==> config.mk <==
export PLATFORM = sky130hd
export DESIGN_NAME = rgb888_stream_packer
export DESIGN_NICKNAME = d
export VERILOG_FILES = /design/src/rtl/rgb888_stream_packer_pkg.sv /design/src/rtl/rgb888_stream_packer_byte_merger.sv /design/src/rtl/rgb888_stream_packer.sv
export SDC_FILE = /design/constraint.sdc
export NUM_CORES = 1
export LEC_CHECK = 0
export CAP_MARGIN = 10
export CORE_MARGIN = 10
export CORE_UTILIZATION = 40
export DETAILED_ROUTE_END_ITERATION = 10
export DONT_BUFFER_PORTS = 1
export GPL_TIMING_DRIVEN = 0
export PLACE_DENSITY = 0.61
export SETUP_SLACK_MARGIN = 0.4
export SYNTH_ARGS = -nofsm -noshare
export SYNTH_HDL_FRONTEND = slang
export SYNTH_SLANG_ARGS = --single-unit
==> constraint.sdc <==
create_clock -name system_clk -period 7.7 [get_ports system_clk]
set_input_delay 1.54 -clock system_clk [delete_from_list [all_inputs] [get_ports system_clk]]
set_output_delay 1.54 -clock system_clk [all_outputs]
set_load 0.005 [all_outputs]
==> src/rtl/rgb888_stream_packer_pkg.sv <==
// Shared constants and state encoding for the RGB888 stream packer.
package rgb888_stream_packer_pkg;

    localparam int PIX_BYTES  = 3;
    localparam int WORD_BYTES = 16;
    localparam int BC_W       = 5;

    // Byte lanes of a pixel inside i_pix_data; B is the first byte on the stream.
    localparam int B_LANE = 0;
    localparam int G_LANE = 1;
    localparam int R_LANE = 2;

    typedef enum logic {
        ST_FILL  = 1'b0,
        ST_FLUSH = 1'b1
    } pack_state_t;

endpackage

==> src/rtl/rgb888_stream_packer_byte_merger.sv <==
// Places the three bytes of a pixel into the accumulator at byte offset bc and
// splits off any bytes that spill past the end of the word.
module rgb888_byte_merger
    import rgb888_stream_packer_pkg::*;
#(
    parameter int DATA_W = 128,
    parameter int PIX_W  = 24
) (
    input  logic [DATA_W-1:0] acc,
    input  logic [BC_W-1:0]   bc,
    input  logic [PIX_W-1:0]  pix,
    output logic [DATA_W-1:0] word,
    output logic [PIX_W-9:0]  residual,
    output logic [BC_W-1:0]   bc_sum
);

    localparam int EXT_W = DATA_W + PIX_W - 8;

    logic [PIX_W-1:0] lanes;
    logic [EXT_W-1:0] pix_ext;
    logic [EXT_W-1:0] ext;

    // Accumulator bytes at and above bc are always zero, so OR-ing is a placement.
    always_comb begin
        lanes    = {pix[8*R_LANE +: 8], pix[8*G_LANE +: 8], pix[8*B_LANE +: 8]};
        pix_ext  = {{(EXT_W-PIX_W){1'b0}}, lanes} << {bc, 3'b000};
        ext      = {{(PIX_W-8){1'b0}}, acc} | pix_ext;
        word     = ext[DATA_W-1:0];
        residual = ext[EXT_W-1:DATA_W];
        bc_sum   = bc + BC_W'(PIX_BYTES);
    end

endmodule

==> src/rtl/rgb888_stream_packer.sv <==
// Packs RGB888 pixels byte-contiguously into 128-bit FIFO words; a last marker
// flushes any partial word zero-padded.
module rgb888_stream_packer
    import rgb888_stream_packer_pkg::*;
#(
    parameter int DATA_W = 128,
    parameter int PIX_W  = 24,
    parameter int CNT_W  = 16
) (
    input  logic              system_clk,
    input  logic              rst_n,
    input  logic              i_pix_valid,
    input  logic [PIX_W-1:0]  i_pix_data,
    input  logic              i_pix_last,
    output logic              o_pix_ready,
    output logic              o_wren,
    output logic [DATA_W-1:0] o_wrdata,
    input  logic              i_full,
    output logic              o_busy,
    output logic [CNT_W-1:0]  o_word_cnt
);

    localparam int RES_W = PIX_W - 8;

    // Handshakes: a pixel moves when i_pix_valid & o_pix_ready; a word moves when
    // o_wren & !i_full, and o_wren/o_wrdata hold unchanged until that happens.
    pack_state_t       state_q, state_d;
    logic [BC_W-1:0]   bc_q, bc_d;
    logic [DATA_W-1:0] acc_q, acc_d;
    logic              wren_q, wren_d;
    logic [DATA_W-1:0] wrdata_q, wrdata_d;
    logic [CNT_W-1:0]  cnt_q, cnt_d;

    logic [DATA_W-1:0] merged;
    logic [RES_W-1:0]  residual;
    logic [BC_W-1:0]   bc_sum;
    logic              accept;
    logic              word_ack;
    logic              overflow;

    rgb888_byte_merger #(
        .DATA_W (DATA_W),
        .PIX_W  (PIX_W)
    ) u_merger (
        .acc      (acc_q),
        .bc       (bc_q),
        .pix      (i_pix_data),
        .word     (merged),
        .residual (residual),
        .bc_sum   (bc_sum)
    );

    always_comb begin
        o_pix_ready = (state_q == ST_FILL) && !(wren_q && i_full);
        accept      = i_pix_valid && o_pix_ready;
        word_ack    = wren_q && !i_full;
        overflow    = (bc_sum >= BC_W'(WORD_BYTES));

        state_d  = state_q;
        bc_d     = bc_q;
        acc_d    = acc_q;
        wren_d   = wren_q && i_full;
        wrdata_d = wrdata_q;
        cnt_d    = word_ack ? cnt_q + CNT_W'(1) : cnt_q;

        if (state_q == ST_FLUSH) begin
            // The accumulator already holds the residual bytes, zero above them.
            if (word_ack) begin
                wren_d   = 1'b1;
                wrdata_d = acc_q;
                acc_d    = '0;
                bc_d     = '0;
                state_d  = ST_FILL;
            end
        end else if (accept) begin
            if (overflow) begin
                wren_d   = 1'b1;
                wrdata_d = merged;
                acc_d    = {{(DATA_W-RES_W){1'b0}}, residual};
                bc_d     = bc_sum - BC_W'(WORD_BYTES);
                if (i_pix_last && (bc_sum != BC_W'(WORD_BYTES))) begin
                    state_d = ST_FLUSH;
                end
            end else if (i_pix_last) begin
                wren_d   = 1'b1;
                wrdata_d = merged;
                acc_d    = '0;
                bc_d     = '0;
            end else begin
                acc_d = merged;
                bc_d  = bc_sum;
            end
        end

        o_wren     = wren_q;
        o_wrdata   = wrdata_q;
        o_word_cnt = cnt_q;
        o_busy     = (bc_q != '0) || wren_q || (state_q == ST_FLUSH);
    end

    always_ff @(posedge system_clk or negedge rst_n) begin
        if (!rst_n) begin
            state_q  <= ST_FILL;
            bc_q     <= '0;
            acc_q    <= '0;
            wren_q   <= 1'b0;
            wrdata_q <= '0;
            cnt_q    <= '0;
        end else begin
            state_q  <= state_d;
            bc_q     <= bc_d;
            acc_q    <= acc_d;
            wren_q   <= wren_d;
            wrdata_q <= wrdata_d;
            cnt_q    <= cnt_d;
        end
    end

endmodule

==> impl_metrics.csv <==
group,metric,value,unit
sta,max-slew-margin-rel,19.5,%
global_routing,maximum_number_of_pins_on_one_net_before_global_route_repair,280,
route,ant_nets,0,
sta,timing.final.crit_share,60.2,%
yosys,ys_dominant_reg_cell,"sky130_fd_sc_hd__dfrtp_1",
sta,post-route-worst-setup-slack,3.07,ns
power_and_ir_drop,report.power.total,5.41,mW
global_routing,grt_antenna_before_repair,0,
clocking,numClockSinks,279,
sta,grt_setup_unrepaired,"no",
power_and_ir_drop,power.share.clock,28.6,%
clocking,post_cts_hold_buffer_count,0,
setup_path,reg2regPathDepth,12,
final_layout,area_growth_syn_to_layout,12.5,%
yosys,async_flop_share,100,%
placed_design,post-place-ws,3.68,ns
sta,worst_clock_skew,0.0267,ns
route,drc,0,
die,start_util,40.3,%
sta,tns,0,ns
sta,period_minus_slack,4.63,ns
sta,hold_violations,0,
die,num_io_pins,176,
final_layout,highest_count_cells_in_the_layout_ignoring_fill_and_taps,"279 x sky130_fd_sc_hd__dfrtp_1, 230 x sky130_fd_sc_hd__a21oi_1, 127 x sky130_fd_sc_hd__inv_1, 125 x sky130_fd_sc_hd__mux2i_1, 110 x sky130_fd_sc_hd__nor2_1",
clocking,clkSlewWorstSetupHoldPaths,0.07,ns
route,drc_marker_count_from_the_first_detailed_route_iteration,835,
final_layout,num-nets-final,1342,
global_routing,wire_length_of_the_first_global_routing_pass,65.8,mm
clocking,post_cts.repair.setup_buffers,0,
yosys,synth_edf_count,0,
clocking,clk-insertion-delay-late,0.58,ns
yosys,synthesis.area_per_instance,10.3,µm²
die,floorplan_core_area,32500,µm²
setup_path,crit_path_start_kind,"flop",
worst_hold_path,hold_path_startpoint,"acc_q[93]",
placed_design,io_buffers,0,
setup_path,timing.critical_path.from,"bc_q[2]",
global_routing,global_route.overflow_total,0,
power_and_ir_drop,power.density,368,nW/µm²
die,floorplan.rows,66,
worst_hold_path,hp-class,"reg2reg",
final_layout,insertedDiodeCount,0,
placed_design,hpwlAfterDp,31.3,mm
power_and_ir_drop,sequentialPowerShare,42.0,%
route,wirelength,44.0,mm
clocking,tritoncts_clock_tree,"yes",
clocking,post_cts.resized_instances,0,
setup_path,worst_r2r_endpoint,"acc_q[33]",
route,first_pass_iteration_count_of_the_detailed_router,5,
power_and_ir_drop,internal_power,3.39,mW
setup_path,timing.critical_path.fanout_max,10,
route,uppermost_layer_routed,"met4",
setup_path,regToRegSetupSlack,3.95,ns
clocking,cts-htree-levels,1,
global_routing,grt_use_total,21.1,%
setup_path,worstPathArrival,3.09,ns
yosys,synthCells,1276,
yosys,synth_cell_types,66,
yosys,synthesis.area,13100,µm²
sta,worst_pin_slew,1.19,ns
route,detailroute.via_count,10000,
power_and_ir_drop,comb_power_share,29.5,%
setup_path,end_kind,"primary output",
run,max_cap_viol_count,0,
worst_hold_path,min_path_cells,2,
final_layout,drive_above_1_share,9.30,%
setup_path,cp_data_required_time,6.16,ns
power_and_ir_drop,switching_power,2.02,mW
final_layout,fillerInstances,3069,
route,vias_per_cell,5.64,
die,fp.dieH,201,µm
power_and_ir_drop,power_switching_share,37.3,%
sta,maxClockFrequency,216,MHz
die,floorplan.die.width,201,µm
die,dieArea,40400,µm²
route,wl_met2,19.6,mm
global_routing,grt_pass1_vias,9825,
worst_hold_path,hold_end,"acc_q[93]",
clocking,cts_buffer_depth,3,
yosys,postSynthNetCount,1309,
yosys,yosysSeqAreaShare,53.3,%
clocking,clk_root_buffer_cell,"sky130_fd_sc_hd__clkbuf_16",
final_layout,final_common_cell,"sky130_fd_sc_hd__dfrtp_1",
outcome,run_status,"completed",
clocking,cts_buffers,30,
placed_design,routabilityCongestion,0.960,
yosys,yosys_warnings,0,
sta,setup-violations-final,0,
power_and_ir_drop,power.ir.vdd_worst,0.201,mV
route,met1Wirelength,18.9,mm
sta,slew_violations,0,
route,post_drt_wl_per_cell,24.8,µm
route,route.met3.wl,4.07,mm
yosys,yosys_register_bits,279,
power_and_ir_drop,leakage,6.63,nW
setup_path,worst_r2r_startpoint,"bc_q[1]",
setup_path,critical_path_class,"reg2out",
-- final cells by class --
cell class | instances | area, µm² | area share, %
buffer | 85 | 429 | 2.91
clock inverter | 11 | 185 | 1.26
inverter | 129 | 484 | 3.29
tap | 442 | 553 | 3.76
timing repair buffer | 1 | 7.51 | 0.0510
sequential | 279 | 6980 | 47.4
multi-input combinational | 783 | 5200 | 35.3
clock buffer | 45 | 887 | 6.02
-- synth_stat cells, drive strengths merged, types with 3 or more instances --
cell type	count	share of area [%]
nor3	15	0.61
clkbuf	34	0.97
a32oi	4	0.27
o22a	7	0.47
o22ai	5	0.24
xnor2	12	0.80
nand2b	6	0.29
nor4b	7	0.52
a221o	8	0.61
mux2i	126	9.7
a32o	4	0.31
a21oi	230	8.8
nor2	110	3.2
nor2b	14	0.67
and3	6	0.29
a2bb2oi	6	0.40
mux2	22	1.9
o21ai	15	0.57
o21ba	3	0.23
and2	6	0.29
a22o	19	1.3
xor2	5	0.33
nand4	6	0.29
or2	5	0.24
a21o	4	0.23
o32ai	6	0.40
o31ai	7	0.40
ha	4	0.38
nand3b	7	0.40
a211oi	12	0.69
o2bb2ai	10	0.67
nor4	6	0.48
a2111oi	7	0.47
inv	127	3.6
nand2	29	0.83
nand3	25	0.96
dfrtp	279	53
buf	51	2.3
-- critical path: stages (launching register included) --
cell and delay [ns]:
sky130_fd_sc_hd__dfrtp_1 0.37, sky130_fd_sc_hd__buf_2 0.21, sky130_fd_sc_hd__buf_1 0.30, sky130_fd_sc_hd__nor4_2 0.89, sky130_fd_sc_hd__clkbuf_1 0.51, sky130_fd_sc_hd__nand3b_1 0.23
-- worst max path at each step --
stage | to | slack (ns) | cells past startpoint
3_3_place_gp | o_busy | 3.68 | 5
6_report | o_busy | 3.07 | 5
4_1_cts | o_busy | 3.04 | 5
5_1_grt | o_busy | 2.90 | 5
2_1_floorplan | o_pix_ready | 4.38 | 2
3_5_place_dp | o_busy | 3.68 | 5
-- power groups by stage --
| stage | Combinational, mW | Clock, mW | Sequential (mW) |
|---|---|---|---|
| 2_1_floorplan | 1.10 | 0 | 2.17 |
| 3_3_place_gp | 1.55 | 0 | 2.30 |
| 3_5_place_dp | 1.57 | 0 | 2.31 |
| 4_1_cts | 1.58 | 1.57 | 2.29 |
| 5_1_grt | 1.75 | 1.64 | 2.34 |
| 6_report | 1.59 | 1.55 | 2.27 |
-- logic make-up after synthesis --
logic type,count (synthesis),synth area share (%)
fa+ha+maj,4,0.382
mux,148,11.6
compound gates,360,16.8
buf+inv,214,6.98
simple gates,254,9.81
xor+xnor,17,1.14
flops,279,53.3
-- metal layers --
| layer | global-route usage [%] | vias to the layer above |
|---|---|---|
| li1 | - | 4522 |
| met1 | 28.1 | 5011 |
| met2 | 32.1 | 403 |
| met3 | 6.39 | 70 |
| met4 | 7.11 | 0 |
| met5 | 0 | - |
-- registers in the layout, summed over array words and instances, names as in the netlist --
name	count
acc_q	128
o_wren	1
o_word_cnt	16
o_wrdata	128
bc_q	5
state_q	1
-- per-stage QoR --
stage / cells / util [%] / hold WS, ns / area [µm²]
after floorplan: 1276 / - / 0.460 / 13100
after global placement: 1718 / 42.1 / 0.474 / 13600
after detailed placement: 1719 / 42.1 / 0.477 / 13700
after CTS: 1775 / 45.4 / 0.494 / 14700
after global routing: 1775 / 45.4 / 0.501 / 14700
final: 1775 / 45.4 / 0.493 / 14700
No activity file was read; power rests on OpenSTA's default activity.
